==> src/rtl/multi_cycle_ctrl_pkg.sv <==
`default_nettype none
// ============================================================================
// Module   : multi_cycle_ctrl_pkg
// Purpose  : Shared definitions for the multi-cycle CPU control slice:
//            FSM state encoding, datapath mux select values and the default
//            memory-timeout depth.
// Ports    : none (package)
// Revision : 1.0 - initial release
// ============================================================================
package multi_cycle_ctrl_pkg;

    // FSM state encoding. ST_BAD is never entered; it exists so the encoding
    // space is fully named and the FSM can recover from it explicitly.
    typedef enum logic [2:0] {
        ST_IDLE = 3'd0,
        ST_IF   = 3'd1,
        ST_ID   = 3'd2,
        ST_EXE  = 3'd3,
        ST_MEM  = 3'd4,
        ST_WB   = 3'd5,
        ST_ERR  = 3'd6,
        ST_BAD  = 3'd7
    } state_t;

    // Memory address mux: instruction fetch uses PC, data access uses ALU.
    localparam logic C_ADDR_SEL_PC  = 1'b0;
    localparam logic C_ADDR_SEL_ALU = 1'b1;

    // Next-PC mux: sequential or branch/jump target.
    localparam logic C_PC_SEL_SEQ   = 1'b0;
    localparam logic C_PC_SEL_TGT   = 1'b1;

    // Regfile write-back mux: ALU result or memory read data.
    localparam logic C_WB_SEL_ALU   = 1'b0;
    localparam logic C_WB_SEL_MEM   = 1'b1;

    // Cycles a memory request may wait for an acknowledge before trapping.
    localparam int C_MEM_TIMEOUT_DEFAULT = 16;

    // States that own the shared memory port.
    function automatic logic is_mem_state(input state_t s);
        return (s == ST_IF) || (s == ST_MEM);
    endfunction

endpackage : multi_cycle_ctrl_pkg
`default_nettype wire

==> src/rtl/multi_cycle_ctrl_if.sv <==
`default_nettype none
// ============================================================================
// Module   : multi_cycle_ctrl_if
// Purpose  : Bundle of all control-FSM signals: debug control, decoder
//            flags, memory handshake, datapath enables and status.
// Modports : master - the controller (drives enables/status)
//            slave  - decoder/datapath/memory side (drives flags and ack)
// Revision : 1.0 - initial release
// ============================================================================
interface multi_cycle_ctrl_if #(
    parameter int CNT_W = 32
);
    import multi_cycle_ctrl_pkg::*;

    // Debug control
    logic             run;
    logic             step;
    // Decoder flags
    logic             dec_valid;
    logic             dec_load;
    logic             dec_store;
    logic             dec_wb;
    logic             dec_jbr;
    // Memory handshake
    logic             mem_ack;
    logic             mem_req;
    logic             mem_we;
    logic             mem_addr_sel;
    // Datapath enables / selects
    logic             ir_wen;
    logic             pc_wen;
    logic             pc_sel;
    logic             rf_wen;
    logic             wb_sel;
    // Status
    state_t           state;
    logic             halted;
    logic             exc;
    logic [CNT_W-1:0] retire_cnt;

    modport master (
        input  run, step,
        input  dec_valid, dec_load, dec_store, dec_wb, dec_jbr,
        input  mem_ack,
        output mem_req, mem_we, mem_addr_sel,
        output ir_wen, pc_wen, pc_sel, rf_wen, wb_sel,
        output state, halted, exc, retire_cnt
    );

    modport slave (
        output run, step,
        output dec_valid, dec_load, dec_store, dec_wb, dec_jbr,
        output mem_ack,
        input  mem_req, mem_we, mem_addr_sel,
        input  ir_wen, pc_wen, pc_sel, rf_wen, wb_sel,
        input  state, halted, exc, retire_cnt
    );

endinterface : multi_cycle_ctrl_if
`default_nettype wire

==> src/rtl/multi_cycle_ctrl_mem_timer.sv <==
`default_nettype none
// ============================================================================
// Module   : mc_mem_timer
// Purpose  : Counts cycles a memory request has waited without an ack.
//            expired_o is high in the cycle the count equals MEM_TIMEOUT-1,
//            i.e. the MEM_TIMEOUT-th consecutive waiting cycle.
// Ports    : clk, resetn (sync, active-low)
//            clr_i     - restart the count (state change)
//            en_i      - a request is waiting this cycle
//            expired_o - wait budget exhausted this cycle
// Revision : 1.0 - initial release
// ============================================================================
module mc_mem_timer
    import multi_cycle_ctrl_pkg::*;
#(
    parameter int MEM_TIMEOUT = C_MEM_TIMEOUT_DEFAULT
) (
    input  wire logic clk,
    input  wire logic resetn,
    input  wire logic clr_i,
    input  wire logic en_i,
    output logic      expired_o
);

    // Counter only needs to reach MEM_TIMEOUT-1.
    localparam int                 C_CNT_W = (MEM_TIMEOUT < 2) ? 1 : $clog2(MEM_TIMEOUT);
    localparam logic [C_CNT_W-1:0] C_LAST  = C_CNT_W'(MEM_TIMEOUT - 1);

    logic [C_CNT_W-1:0] cnt_q;
    logic [C_CNT_W-1:0] cnt_d;

    assign expired_o = (cnt_q == C_LAST);

    always_comb begin
        cnt_d = cnt_q;
        if (clr_i) begin
            cnt_d = '0;
        end else if (en_i && !expired_o) begin
            // Saturate at the last value; the FSM leaves on expiry anyway.
            cnt_d = cnt_q + C_CNT_W'(1);
        end
    end

    always_ff @(posedge clk) begin
        if (!resetn) begin
            cnt_q <= '0;
        end else begin
            cnt_q <= cnt_d;
        end
    end

endmodule : mc_mem_timer
`default_nettype wire

==> src/rtl/multi_cycle_ctrl.sv <==
`default_nettype none
// ============================================================================
// Module   : multi_cycle_ctrl
// Purpose  : Multi-cycle CPU control FSM (IF, ID, EXE, MEM, WB) sharing one
//            memory port between fetch and data access, with run/halt/step
//            debug control, retired-instruction counter and error trap.
// Ports    : clk    - clock
//            resetn - synchronous active-low reset
//            bus    - multi_cycle_ctrl_if.master: run/step, decoder flags,
//                     mem handshake, datapath enables, state/halted/exc,
//                     retire_cnt
// Revision : 1.0 - initial release
// ============================================================================
module multi_cycle_ctrl
    import multi_cycle_ctrl_pkg::*;
#(
    parameter int MEM_TIMEOUT = C_MEM_TIMEOUT_DEFAULT,
    parameter int CNT_W       = 32
) (
    input  wire logic          clk,
    input  wire logic          resetn,
    multi_cycle_ctrl_if.master bus
);

    state_t           state_q;
    state_t           state_d;
    logic             exc_q;
    logic             exc_d;
    logic [CNT_W-1:0] cnt_q;
    logic [CNT_W-1:0] cnt_d;

    // Ungated enables; the port versions are forced low while in reset.
    logic             mem_req_raw;
    logic             mem_we_raw;
    logic             ir_wen_raw;
    logic             pc_wen_raw;
    logic             rf_wen_raw;
    logic             addr_sel;
    logic             pc_sel;
    logic             wb_sel;
    logic             retire;

    logic             tmr_clr;
    logic             tmr_en;
    logic             tmr_expired;

    // ------------------------------------------------------------------
    // Memory wait timer: restarts on every state change, so each IF or
    // MEM visit gets a fresh budget; counts only cycles with no ack.
    // ------------------------------------------------------------------
    assign tmr_clr = (state_d != state_q);
    assign tmr_en  = is_mem_state(state_q) && !bus.mem_ack;

    mc_mem_timer #(
        .MEM_TIMEOUT (MEM_TIMEOUT)
    ) u_mem_timer (
        .clk       (clk),
        .resetn    (resetn),
        .clr_i     (tmr_clr),
        .en_i      (tmr_en),
        .expired_o (tmr_expired)
    );

    // ------------------------------------------------------------------
    // Next-state and output decode
    // ------------------------------------------------------------------
    always_comb begin
        state_d     = state_q;
        mem_req_raw = 1'b0;
        mem_we_raw  = 1'b0;
        ir_wen_raw  = 1'b0;
        pc_wen_raw  = 1'b0;
        rf_wen_raw  = 1'b0;
        addr_sel    = C_ADDR_SEL_PC;
        pc_sel      = C_PC_SEL_SEQ;
        wb_sel      = C_WB_SEL_ALU;
        retire      = 1'b0;

        case (state_q)
            ST_IDLE: begin
                // step is only looked at here, so one pulse = one instruction.
                if (bus.run || bus.step) begin
                    state_d = ST_IF;
                end
            end

            ST_IF: begin
                mem_req_raw = 1'b1;
                addr_sel    = C_ADDR_SEL_PC;
                ir_wen_raw  = bus.mem_ack;
                // An ack in the expiry cycle still completes normally.
                if (bus.mem_ack) begin
                    state_d = ST_ID;
                end else if (tmr_expired) begin
                    state_d = ST_ERR;
                end
            end

            ST_ID: begin
                state_d = bus.dec_valid ? ST_EXE : ST_ERR;
            end

            ST_EXE: begin
                if (bus.dec_load || bus.dec_store) begin
                    state_d = ST_MEM;
                end else if (bus.dec_wb) begin
                    state_d = ST_WB;
                end else begin
                    // Branch/jump (or no-op): PC update is the whole effect.
                    retire = 1'b1;
                    pc_sel = bus.dec_jbr ? C_PC_SEL_TGT : C_PC_SEL_SEQ;
                end
            end

            ST_MEM: begin
                mem_req_raw = 1'b1;
                addr_sel    = C_ADDR_SEL_ALU;
                mem_we_raw  = bus.dec_store;
                if (bus.mem_ack) begin
                    if (bus.dec_load) begin
                        state_d = ST_WB;
                    end else begin
                        retire = 1'b1;
                    end
                end else if (tmr_expired) begin
                    state_d = ST_ERR;
                end
            end

            ST_WB: begin
                rf_wen_raw = 1'b1;
                wb_sel     = bus.dec_load ? C_WB_SEL_MEM : C_WB_SEL_ALU;
                retire     = 1'b1;
            end

            ST_ERR: begin
                // Trap: only reset leaves this state.
                state_d = ST_ERR;
            end

            default: begin
                state_d = ST_IDLE;
            end
        endcase

        // Common retire action: one-cycle PC update, then continue or halt.
        if (retire) begin
            pc_wen_raw = 1'b1;
            state_d    = bus.run ? ST_IF : ST_IDLE;
        end
    end

    always_comb begin
        exc_d = exc_q | (state_d == ST_ERR);
        cnt_d = cnt_q;
        if (pc_wen_raw) begin
            cnt_d = cnt_q + CNT_W'(1);
        end
    end

    // ------------------------------------------------------------------
    // State registers
    // ------------------------------------------------------------------
    always_ff @(posedge clk) begin
        if (!resetn) begin
            state_q <= ST_IDLE;
            exc_q   <= 1'b0;
            cnt_q   <= '0;
        end else begin
            state_q <= state_d;
            exc_q   <= exc_d;
            cnt_q   <= cnt_d;
        end
    end

    // ------------------------------------------------------------------
    // Outputs. Enables are masked by resetn so a reset arriving mid
    // instruction can never cause a PC, regfile or memory write.
    // ------------------------------------------------------------------
    assign bus.mem_req      = mem_req_raw & resetn;
    assign bus.mem_we       = mem_we_raw  & resetn;
    assign bus.ir_wen       = ir_wen_raw  & resetn;
    assign bus.pc_wen       = pc_wen_raw  & resetn;
    assign bus.rf_wen       = rf_wen_raw  & resetn;
    assign bus.mem_addr_sel = addr_sel;
    assign bus.pc_sel       = pc_sel;
    assign bus.wb_sel       = wb_sel;
    assign bus.state        = state_q;
    assign bus.halted       = (state_q == ST_IDLE);
    assign bus.exc          = exc_q;
    assign bus.retire_cnt   = cnt_q;

endmodule : multi_cycle_ctrl
`default_nettype wire

==> src/flat_wrapper.sv <==
// flat-port wrapper written by rule: the top's interface ports become plain ports
module multi_cycle_ctrl_flat import multi_cycle_ctrl_pkg::*;
#(
    parameter int MEM_TIMEOUT = C_MEM_TIMEOUT_DEFAULT,
    parameter int CNT_W       = 32
)
  (clk, resetn, bus_run, bus_step, bus_dec_valid, bus_dec_load, bus_dec_store, bus_dec_wb, bus_dec_jbr, bus_mem_ack, bus_mem_req, bus_mem_we, bus_mem_addr_sel, bus_ir_wen, bus_pc_wen, bus_pc_sel, bus_rf_wen, bus_wb_sel, bus_state, bus_halted, bus_exc, bus_retire_cnt);
  multi_cycle_ctrl_if #(.CNT_W(CNT_W)) bus_i ();
  input  wire logic clk;
  input  wire logic resetn;
  input wire logic [$bits(bus_i.run)-1:0] bus_run;
  input wire logic [$bits(bus_i.step)-1:0] bus_step;
  input wire logic [$bits(bus_i.dec_valid)-1:0] bus_dec_valid;
  input wire logic [$bits(bus_i.dec_load)-1:0] bus_dec_load;
  input wire logic [$bits(bus_i.dec_store)-1:0] bus_dec_store;
  input wire logic [$bits(bus_i.dec_wb)-1:0] bus_dec_wb;
  input wire logic [$bits(bus_i.dec_jbr)-1:0] bus_dec_jbr;
  input wire logic [$bits(bus_i.mem_ack)-1:0] bus_mem_ack;
  output wire logic [$bits(bus_i.mem_req)-1:0] bus_mem_req;
  output wire logic [$bits(bus_i.mem_we)-1:0] bus_mem_we;
  output wire logic [$bits(bus_i.mem_addr_sel)-1:0] bus_mem_addr_sel;
  output wire logic [$bits(bus_i.ir_wen)-1:0] bus_ir_wen;
  output wire logic [$bits(bus_i.pc_wen)-1:0] bus_pc_wen;
  output wire logic [$bits(bus_i.pc_sel)-1:0] bus_pc_sel;
  output wire logic [$bits(bus_i.rf_wen)-1:0] bus_rf_wen;
  output wire logic [$bits(bus_i.wb_sel)-1:0] bus_wb_sel;
  output wire logic [$bits(bus_i.state)-1:0] bus_state;
  output wire logic [$bits(bus_i.halted)-1:0] bus_halted;
  output wire logic [$bits(bus_i.exc)-1:0] bus_exc;
  output wire logic [$bits(bus_i.retire_cnt)-1:0] bus_retire_cnt;
  assign bus_i.run = bus_run;
  assign bus_i.step = bus_step;
  assign bus_i.dec_valid = bus_dec_valid;
  assign bus_i.dec_load = bus_dec_load;
  assign bus_i.dec_store = bus_dec_store;
  assign bus_i.dec_wb = bus_dec_wb;
  assign bus_i.dec_jbr = bus_dec_jbr;
  assign bus_i.mem_ack = bus_mem_ack;
  assign bus_mem_req = bus_i.mem_req;
  assign bus_mem_we = bus_i.mem_we;
  assign bus_mem_addr_sel = bus_i.mem_addr_sel;
  assign bus_ir_wen = bus_i.ir_wen;
  assign bus_pc_wen = bus_i.pc_wen;
  assign bus_pc_sel = bus_i.pc_sel;
  assign bus_rf_wen = bus_i.rf_wen;
  assign bus_wb_sel = bus_i.wb_sel;
  assign bus_state = bus_i.state;
  assign bus_halted = bus_i.halted;
  assign bus_exc = bus_i.exc;
  assign bus_retire_cnt = bus_i.retire_cnt;
  multi_cycle_ctrl #(.MEM_TIMEOUT(MEM_TIMEOUT), .CNT_W(CNT_W)) u_core (.clk(clk), .resetn(resetn), .bus(bus_i));
endmodule
==> config.mk <==
export PLATFORM = sky130hd
export DESIGN_NAME = multi_cycle_ctrl_flat
export DESIGN_NICKNAME = d
export VERILOG_FILES = /design/src/rtl/multi_cycle_ctrl_pkg.sv /design/src/rtl/multi_cycle_ctrl_if.sv /design/src/rtl/multi_cycle_ctrl_mem_timer.sv /design/src/rtl/multi_cycle_ctrl.sv /design/src/flat_wrapper.sv
export SDC_FILE = /design/constraint.sdc
export NUM_CORES = 1
export LEC_CHECK = 0
export BUFFER_PORTS_ARGS = -buffer_cell sky130_fd_sc_hd__buf_2
export CAP_MARGIN = 40
export CORE_MARGIN = 1
export CORE_UTILIZATION = 52
export CTS_CLUSTER_DIAMETER = 30
export DETAILED_ROUTE_END_ITERATION = 8
export PLACE_DENSITY = 0.85
export REMOVE_ABC_BUFFERS = 1
export SYNTH_ARGS = -nofsm -noshare
export SYNTH_HDL_FRONTEND = slang
export SYNTH_SLANG_ARGS = --single-unit
export TNS_END_PERCENT = 20
==> constraint.sdc <==
create_clock -name clk -period 5.8 [get_ports clk]
set_clock_uncertainty 0.15 [all_clocks]
set_input_delay 0.29 -clock clk [delete_from_list [all_inputs] [get_ports clk]]
set_output_delay 0.29 -clock clk [all_outputs]
set_load 0.005 [all_outputs]
Yosys cells after proc, flatten, opt, wreduce, memory -nomap -nowiden
Cells that the tools add are included.

Reduce and logical (&&, ||, !) cells: 10. Mux-type cells: 28. Bitwise operators: 7. Equality and inequality tests: 9. Add/subtract/negate cells: 2.

Operator list (count): adder 32 x 1 -> 32 bit, second input constant (1); two-way mux 3 bit (9); case mux 3 bit (7 select lines) (1); two-way mux 1 bit (17); == test 3 bit, second input constant (4); == test 3 x 2 -> 1 bit, second input constant (2); AND 1 bit (5); adder 4 x 1 -> 4 bit, second input constant (1); == test 4 bit, second input constant (1); OR reduction 2 bit (2); == test 3 x 1 -> 1 bit, second input constant (1); zero test 3 bit (1); logical OR 1 bit (3); inequality test 3 bit (1); case mux 1 bit (3 select lines) (1); logical AND 1 bit (2); zero test 1 bit (2); inverter 1 bit (1); bitwise OR 1 bit (1).

Word-level logic and storage cells: 60. Flip-flop bits (word level): 40. Output and inout port bits: 45. Input port bits: 10.

Depth between registers and ports, before layout
Word-level depth: 7. Gate-level depth with buffers: 8. Gate-level depth less buffers: 6.

By module
A second synthesis with hierarchy kept.

Cell total of the unflattened synthesis: 269. Area total of the unflattened synthesis: 2265.9 um2.

By module, submodules not included: multi_cycle_ctrl (area each 2068.2 um2, times used 1, seq. area each 720.7 um2, cells an instance 247); mc_mem_timer (area each 197.7 um2, times used 1, seq. area each 80.1 um2, cells an instance 22).

Worst setup path before layout
Ideal clock, no wire load.

Path type: register to register. Start: register u_core.state_q[0], in the netlist u_core.bus.state[0]. End: register u_core.cnt_q[17], in the netlist u_core.bus.retire_cnt[17]. Buffers on the path: 2. Setup time: 0.070 ns. Arrival: 1.964 ns. Cell stages (with the launch flop): 8. Slack: 3.616 ns. Data required time: 5.580 ns. Period minus slack after synthesis: 2.184 ns. Cells stage by stage: dfxtp_1 or3b_1 buf_2 o221ai_4 nand4_4 buf_6 or4_1 a21oi_1.

Word-level cells in the longest chain between the ends: 3. Elaborated cells on any way between the ends: 5. Those cells by class: eq/ne: 3; mux: 2.

Ends and longest elaborated chain: start, declared (line multi_cycle_ctrl.sv:25) `state_t state_q;`; start signal, assigned (line multi_cycle_ctrl.sv:170) `state_q <= state_d;`; == test 3 bit / == test 3 x 2 -> 1 bit (equally long branches) (line multi_cycle_ctrl.sv:79) `case (state_q)`; case mux 1 bit (3 select lines) (*) (line multi_cycle_ctrl.sv:79); two-way mux 1 bit (*) (line multi_cycle_ctrl.sv:147) `if (retire) begin`; end signal, assigned (line multi_cycle_ctrl.sv:172) `cnt_q <= cnt_d;`; end, declared (line multi_cycle_ctrl.sv:29) `logic [CNT_W-1:0] cnt_q;`.

Mark *: on every way between the ends. The rest lies on a longest branch, timed or not. A chain may end at the register's enable or synchronous reset.

Worst setup path after layout
Start: register u_core.state_q[2], in the netlist u_core.bus.state[2]. End: register u_core.cnt_q[17], in the netlist u_core.bus.retire_cnt[17].

The elaborated chain is that of the path after synthesis.

==> run summary <==
Internal Power: 458 uW
PnR worst setup slack: 3080 ps
hold_ws: 121 ps
slew margin rel.: 64.7%
Setup Viol. Count Final: 0
Layout area overhead: 19.4%
Placed Cells: 352
CTS max path bufs: 2
Clock Power Share: 38.8%
nets: 323
Setup Buffers After CTS: 0
Die X: 66.0 um
switch share: 25.8%
io pins: 55
Max Fclk: 368 MHz
Port Buffer Count: 54
Post-Route WL: 5.01 mm
row count: 22
total CTS buffers: 5
Die H: 66.0 um
pwr dens: 242 nW/um^2
grt ovf: 0
Peak supply drop: 0.000214 V
Synth Instances: 260
Lkg Pwr: 0.958 nW
Synth cell types: 43
slowest CP cell: or4_1
Final ANT Viol Nets: 0
FF-to-FF path depth: 5
Startpoint Class: flop
Worst Path Max Fanout: 29
initial antenna violation count: 0
final count of pins violating max slew: 0
core region area: 3800 um^2
EDFF count, synth: 0
Seq pwr share: 47.4%
ys async rst share: 0%
final hold vios: 0
Tcrit/Tclk final: 46.8%
largest net degree at the start of global routing: 30
global-route usage over all layers: 24.4%
WHS Path Cells: 3
post-route insts no fill: 360
initial drt markers: 127
Place WS: 3110 ps
syn avg cell area: 8.20 um^2
Comb pwr share: 13.8%
CTS Sinks: 40
Cell Area, Synth: 2130 um^2
final worst path period need: 2720 ps
starting density of the core: 56.1%
TNS Setup: 0 ps
clk_lat worst skew: 300 ps
dpl hpwl: 3.55 mm
sequential fraction of the synthesis area: 37.6%
Slew @ Worst Pin: 526 ps
routed vias/inst: 5.94
Clk pin slew, worst setup/hold paths: 80 ps
clk root buf: clkbuf_8
DRC errors left: 0
register bit total from synthesis: 40
die area: 4360 um^2
worst min path class: input port to flop
critical path endpoint category: flop
CTS tree: yes
Pre-antenna DRT Iters: 5
largest stage delay on the critical path: 630 ps
CP required: 5870 ps
Synth Warn #: 0
Crit Path Class: flop to flop
GP Congestion: 0.862
number of global-route vias before repair: 1799
layout cells sized above 1: 22.1%
CTS resizes: 0
CTS hold repair buffers: 0
unrepaired setup endpoints after global routing: false
Overall Power: 617 uW
drt wl/cell: 13.9 um
Switch Pwr: 159 uW
H-tree levels: 2
Primary FF master, synth: dfxtp_1
vias after detailed routing: 2139
worst path arrival time: 2780 ps
CP Cell Sequence: or3b_1 > o221ai_4 > nand4_4 > or4_1 > a21oi_1
max-cap violation count: 0
first-pass GRT wire length: 8.24 mm
status: complete, no violations
Ant. Diodes: 0
==> cells in the final DEF, fill, tap and decap left out, types with 6 or more instances in the layout <==
| cell type | count |
|---|---|
| a211oi_1 | 6 |
| a21oi_1 | 31 |
| and2_1 | 6 |
| buf_2 | 54 |
| clkbuf_8 | 6 |
| dfxtp_1 | 40 |
| inv_1 | 10 |
| nand2_1 | 14 |
| nand3_1 | 10 |
| nand4_1 | 12 |
| nor2_1 | 17 |
| o21ai_0 | 16 |
| o31ai_1 | 10 |
| or3_1 | 17 |
| or4_1 | 10 |
==> per-stage QoR <==
step	instance area (um^2)	utilization (%)
after floorplan	2080	-
after global placement	2410	63.4
after detailed placement	2420	63.8
after CTS	2540	67.0
after global routing	2540	67.0
final	2540	67.0
==> cell type report <==
cell class                 count  area (um^2)
clock buffer                   6         82.6
multi-input combinational    198         1230
fill                         340         1250
inverter                      11         41.3
sequential                    40          801
timing repair buffer          55          285
clock inverter                 2         38.8
tap                           48         60.1
==> critical path, delay by kind of cell, from the launching register on <==
kind	cells	cell delay [ps]
compound gates	2	480
flops	1	500
simple gates	3	1500
==> synth_stat cells (5+ instances only) <==
master	n	area, um^2
xnor2_1	5	43.8
a211oi_1	6	45.0
nor2_1	17	63.8
nand2_1	14	52.6
nand3_1	10	50.1
or3_1	17	106
and2_1	6	37.5
nand4_1	12	75.1
or4_1	10	75.1
clkbuf_1	6	22.5
dfxtp_1	40	801
o31ai_1	10	75.1
o21ai_0	16	80.1
a21oi_1	31	155
inv_1	10	37.5
==> metal layers <==
layer / share of wire, % / vias up / GRT usage, %
met5: 0 / - / 0
met4: 1.1 / 0 / 7.98
met3: 6.2 / 6 / 5.17
met2: 46 / 78 / 40.2
met1: 46 / 972 / 31.4
li1: - / 1083 / -
==> power by group through the flow <==
stage / Sequential, mW / Clock (mW) / Combinational, mW
final: 0.292 / 0.239 / 0.0849
after global routing: 0.295 / 0.259 / 0.0941
after CTS: 0.292 / 0.244 / 0.0846
after detailed placement: 0.298 / 0 / 0.0842
after global placement: 0.298 / 0 / 0.0826
after floorplan: 0.297 / 0 / 0.0553
==> registers in the layout, summed over array words and instances (netlist names) <==
register and count:
u_core.bus.exc 1, u_core.u_mem_timer.cnt_q 4, u_core.bus.state 3, u_core.bus.retire_cnt 32
==> worst paths after layout <==
| check | start | endpoint | slack [ps] |
|---|---|---|---|
| setup / recovery | u_core.bus.state[2]$_SDFF_PN0_ | u_core.bus.retire_cnt[17]$_SDFFE_PN0P_ | 3080 |
| hold / removal | bus_run | u_core.bus.state[0]$_SDFF_PN0_ | 120 |
| setup reg to reg | u_core.bus.state[2]$_SDFF_PN0_ | u_core.bus.retire_cnt[17]$_SDFFE_PN0P_ | 3080 |
| hold reg to reg | u_core.bus.exc$_SDFF_PN0_ | u_core.bus.exc$_SDFF_PN0_ | 330 |
==> cell families after synthesis <==
group | Yosys count | share of synthesized area, %
AOI/OAI and AO/OA | 76 | 22.4
and+or+nand+nor | 109 | 29.6
DFF | 40 | 37.6
adders and majority gates | 2 | 1.17
xor gates and xnor gates | 7 | 2.88
buffers and inverters | 22 | 4.46
muxes | 4 | 1.88
Power figures use the tool's default switching activity.
